[config.mk]
export PLATFORM = sky130hd
export DESIGN_NAME = pulse_stretch_sched
export DESIGN_NICKNAME = d
export VERILOG_FILES = /design/src/rtl/pulse_stretch_sched.sv
export SDC_FILE = /design/constraint.sdc
export NUM_CORES = 1
export LEC_CHECK = 0
export ABC_AREA = 1
export BUFFER_PORTS_ARGS = -buffer_cell sky130_fd_sc_hd__buf_4
export CAP_MARGIN = 20
export CORE_ASPECT_RATIO = 1.2
export CORE_MARGIN = 4
export CORE_UTILIZATION = 40
export DETAILED_ROUTE_END_ITERATION = 12
export HOLD_SLACK_MARGIN = 0.12
export SLEW_MARGIN = 40
export SYNTH_ARGS = -nofsm -noshare
export SYNTH_HDL_FRONTEND = slang
export SYNTH_SLANG_ARGS = --single-unit
[constraint.sdc]
create_clock -name clk -period 4.1 [get_ports clk]
set_clock_uncertainty 0.1 [all_clocks]
set_input_delay 0.205 -clock clk [delete_from_list [all_inputs] [get_ports clk]]
set_output_delay 0.205 -clock clk [all_outputs]
set_load 0.1 [all_outputs]
[src/rtl/pulse_stretch_sched.sv]
// Round-robin scheduler sharing one stretched-pulse output among N_CH requesters.
// Requests latch into a depth-1 pending vector; a guard gap separates consecutive pulses.
module pulse_stretch_sched #(
  parameter int unsigned N_CH       = 4,
  parameter int unsigned ID_W       = 2,
  parameter int unsigned LEN_W      = 4,
  parameter int unsigned GAP_CYCLES = 2
) (
  input  logic              clk,
  input  logic              rst,
  input  logic              enable,
  input  logic [N_CH-1:0]   req,
  input  logic [LEN_W-1:0]  stretch_len,
  input  logic              clr_drop,
  output logic              out_pulse,
  output logic [ID_W-1:0]   out_id,
  output logic              busy,
  output logic [N_CH-1:0]   pending,
  output logic [N_CH-1:0]   drop_flag
);

  localparam int unsigned GapW = (GAP_CYCLES > 1) ? $clog2(GAP_CYCLES) : 1;
  localparam int unsigned CntW = (LEN_W > GapW) ? LEN_W : GapW;

  typedef enum logic [1:0] {StIdle, StStretch, StGap} state_e;

  state_e          state_q, state_d;
  logic [CntW-1:0] cnt_q, cnt_d;
  logic [ID_W-1:0] last_q, last_d;
  logic [ID_W-1:0] id_q, id_d;
  logic [N_CH-1:0] pend_q, pend_d;
  logic [N_CH-1:0] drop_q, drop_d;

  logic            grant;
  logic            found;
  logic [ID_W-1:0] grant_id;
  logic [N_CH-1:0] grant_oh;
  logic [N_CH-1:0] clear_mask;
  logic [LEN_W-1:0] len_m1;
  int unsigned     idx;

  // Scan starts one past the last winner so every channel gets a turn.
  always_comb begin
    found    = 1'b0;
    grant_id = '0;
    grant_oh = '0;
    idx      = 0;
    for (int unsigned i = 1; i <= N_CH; i++) begin
      idx = (32'(last_q) + i) % N_CH;
      if (!found && pend_q[idx]) begin
        found         = 1'b1;
        grant_id      = ID_W'(idx);
        grant_oh[idx] = 1'b1;
      end
    end
  end

  assign grant      = (state_q == StIdle) && enable && found;
  assign clear_mask = grant ? grant_oh : '0;
  assign len_m1     = (stretch_len == '0) ? '0 : stretch_len - 1'b1;

  // A new request always wins over the grant clear for its own bit.
  always_comb begin
    pend_d = (pend_q & ~clear_mask) | req;
    drop_d = (clr_drop ? '0 : drop_q) | (req & pend_q & ~clear_mask);
  end

  always_comb begin
    state_d = state_q;
    cnt_d   = cnt_q;
    last_d  = last_q;
    id_d    = id_q;
    unique case (state_q)
      StIdle: begin
        if (grant) begin
          state_d = StStretch;
          cnt_d   = CntW'(len_m1);
          last_d  = grant_id;
          id_d    = grant_id;
        end
      end
      StStretch: begin
        if (cnt_q == '0) begin
          if (GAP_CYCLES > 0) begin
            state_d = StGap;
            cnt_d   = CntW'(GAP_CYCLES - 1);
          end else begin
            state_d = StIdle;
          end
        end else begin
          cnt_d = cnt_q - 1'b1;
        end
      end
      StGap: begin
        if (cnt_q == '0) begin
          state_d = StIdle;
        end else begin
          cnt_d = cnt_q - 1'b1;
        end
      end
      default: state_d = StIdle;
    endcase
  end

  always_ff @(posedge clk) begin
    if (rst) begin
      state_q <= StIdle;
      cnt_q   <= '0;
      last_q  <= ID_W'(N_CH - 1);
      id_q    <= '0;
      pend_q  <= '0;
      drop_q  <= '0;
    end else begin
      state_q <= state_d;
      cnt_q   <= cnt_d;
      last_q  <= last_d;
      id_q    <= id_d;
      pend_q  <= pend_d;
      drop_q  <= drop_d;
    end
  end

  assign out_pulse = (state_q == StStretch);
  assign busy      = (state_q != StIdle);
  assign out_id    = id_q;
  assign pending   = pend_q;
  assign drop_flag = drop_q;

endmodule

==> results.md <==
* WP buf/inv at 2
* WP data required at between 4000 and 5000 ps
* Yosys reg bits at 18
* DR WL/cell at between 10 and 15 um
* DIE WIDTH at slightly above 60 um
* Mapped Cells at between 200 and 250
* Max Cap Viol at 0
* Worst relative slew slack at around 70%
* Final HPWL from detailed placement at about 2500 um
* Top cell type's share of synthesized area at 25.5%
* Crit share post-route at 60.2%
* Port bufs at 23
* Nets at roughly 270
* Slew Limit Fails at 0
* Largest family of logic cells by synthesized area: simple AND/OR/NAND/NOR gates
* Worst path cell trace: inv_1 -> ha_1 -> inv_1 -> nand3_2 -> nand2_2 -> nor2_1 -> a21oi_1 -> nand3_1 -> nand2_1 -> nand2_1 -> a21oi_1
* Sw power at ~0.00084 W
* Clock power frac at 10.0%
* Clk buf depth at 2
* Synth Area per Inst at around 6.6 sq um
* Sw frac at between 50% and 60%
* WP data arrival at roughly 2500 ps
* Compound-cell area share of the yosys netlist at 17.1%
* Clock-pin slew on the worst setup and hold paths at about 70 ps
* Final Hold Slack at 123 ps
* Comb power frac at between 70% and 80%
* Via density at approximately 5
* Overall power at approximately 0.0014 W
* Ys Warns at 0
* FP Rows at 23
* CP max-delay cell: dfxtp_1
* Reg power frac at about a fifth
* WS Path Type: reg2reg
* F_max at 0.405 GHz
* Clock Root Buffer: clkbuf_8
* Post-synthesis mux area share at 0%
* Leak pwr at 0.889 nW
* Worst Hold Class: in2reg
* Status: complete, no violations
* Vias post-DR at 1400
* Die Ht at roughly 73 um
* Pin count of the biggest net entering global routing at 16
* Dominant cell type by area after synthesis: dfxtp_1
* Drt initial violations at 51
* Global placement routability congestion at roughly 0.83
* Post-route DRC at 0
* Sum Neg Setup Slack at 0 ps
* Worst path max stage delay at roughly 480 ps
* RSZ-0062 raised after global routing: no
* Initial antenna violation count at 0
* # IOs at 24
* Power Density at between 800 and 900 nW/um^2
* Wirelength, routed at around 3200 um
* Internal power at a little over 0.0006 W
* Register area share after synthesis at approximately 26%
* Min Tclk post-route at around 2500 ps
* Worst skew pair latency at about 250 ps
* Peak VDD IR at roughly 790 uV
* CTS H-tree lvls at 1
* Vias in the first global route at around 1300
* TritonCTS clock tree: done
* CORE AREA at roughly 3400 sq um
* DIE AREA at 4550 sq um
* Mapped Area at between 1000 and 1500 sq um
* Hold Buf Count CTS at 4
* Area growth syn-to-layout at 21.2%
* CP Max Fanout at 10
* Syn nets at approximately 240
* Fin. Hold Viols at 0
* CTS Sinks at 18
* CTS resizes at 0
* TritonRoute pass-1 iters at 4
* # diodes at 0
* Setup bufs post-CTS at 0
* Top delay family on crit path: simple AND/OR/NAND/NOR gates
* CP endpoint kind: register
* GRT overflow at 0
* CTS buffer count at 3
* Synth area leaders: dfxtp_1 26%, nand2_1 13%, ha_1 12%
* Xor and xnor area share after synthesis at approximately 1.2%
* First-pass GRT wire length at around 5600 um
* Post-Synth Simple-Gate Area at 34.8%
* Fraction of layout cells with a size suffix above 1 at between 10% and 20%
* Slew @ Worst Pin at roughly 440 ps
* Unique masters post-synth at 25
* Final setup fails at 0
* Adder-Cell Fraction of Synth Area at between 10% and 20%
* Antenna-violating nets left at 0
* Startpoint types: register
* GRT Total Usage at about 15%
* Initial core utilization at roughly two fifths
layer usage:
layer	share of wire [%]	global-route usage, %	vias up
met3	4.0	2.00	6
met1	46	18.0	617
met4	2.1	5.42	0
met2	47	26.2	34
li1	-	-	743
met5	0	0	-
power groups by stage:
stage	logic, W	registers [W]	clock network (W)
6_report	0.00102	0.000281	0.000145
3_5_place_dp	0.00102	0.000284	0
4_1_cts	0.00102	0.000281	0.000148
3_3_place_gp	0.00102	0.000285	0
2_1_floorplan	0.000724	0.000393	0
5_1_grt	0.00113	0.000291	0.000156
worst reg2reg max path: stages (launching register included):
cell and delay [ps]:
dfxtp_1 480, inv_1 240, ha_1 380, inv_1 90
nand3_2 120, nand2_2 100, nor2_1 360, a21oi_1 130
nand3_1 140, nand2_1 100, nand2_1 70, a21oi_1 50
Yosys cell counts (all sizes together):
cell type,n
a21boi,4
a21o,1
a21oi,21
buf,1
clkbuf,1
dfxtp,18
ha,13
inv,33
nand2,60
nand3,21
nand3b,1
nand4,4
nor2,17
nor3,1
o211ai,3
o21ai,8
o21bai,3
o22ai,1
xor2,2
final timing paths:
path                            from  slack (ps)  cells after the start                      end
max reg2reg   last_q[1]$_SDFFE_PP1P_        1630                     11    pending[1]$_SDFF_PP0_
min                              rst         120                      2   out_id[1]$_SDFFE_PP0P_
min reg2reg  drop_flag[2]$_SDFF_PP0_         370                      2  drop_flag[2]$_SDFF_PP0_
max           last_q[1]$_SDFFE_PP1P_        1630                     11    pending[1]$_SDFF_PP0_
per-stage QoR:
stage                     worst slack, ps  utilization, %  std cells  cell area, sq um
after detailed placement             1660            48.0        271              1620
after floorplan                      1900               -        213              1410
after global placement               1740            48.0        271              1620
final                                1630            50.8        279              1710
after global routing                 1380            50.8        279              1710
after CTS                            1650            50.8        279              1710
placed cells by master (no fill, tap or decap), drive strengths merged, types with 4 or more instances in the layout:
master / Yosys / final
a21boi: 4 / 4
a21oi: 21 / 21
buf: 1 / 23
clkbuf: 1 / 4
dfxtp: 18 / 18
dlygate4sd3: 0 / 4
ha: 13 / 13
inv: 33 / 33
nand2: 60 / 60
nand3: 21 / 21
nand4: 4 / 4
nor2: 17 / 17
o21ai: 8 / 8
sequential cells by signal (all words and copies together), names as in the netlist:
name	count
drop_flag	4
state_q	2
cnt_q	4
pending	4
out_id	2
last_q	2
area by class of cell:
class,instances,area (sq um)
well taps,37,46.3
flip-flops and latches,18,360
repair buffers,27,213
multi-input cells,160,913
fillers,346,1660
inverters,33,124
clock buffers,4,55.1
cell families (layout without fill, tap and decap cells):
family / count (synthesis) / after routing
flops: 18 / 18
buf+inv: 35 / 64
compound gates: 41 / 41
xor+xnor: 2 / 2
fa+ha+maj: 13 / 13
simple gates: 104 / 104
Power figures use the tool's default switching activity.
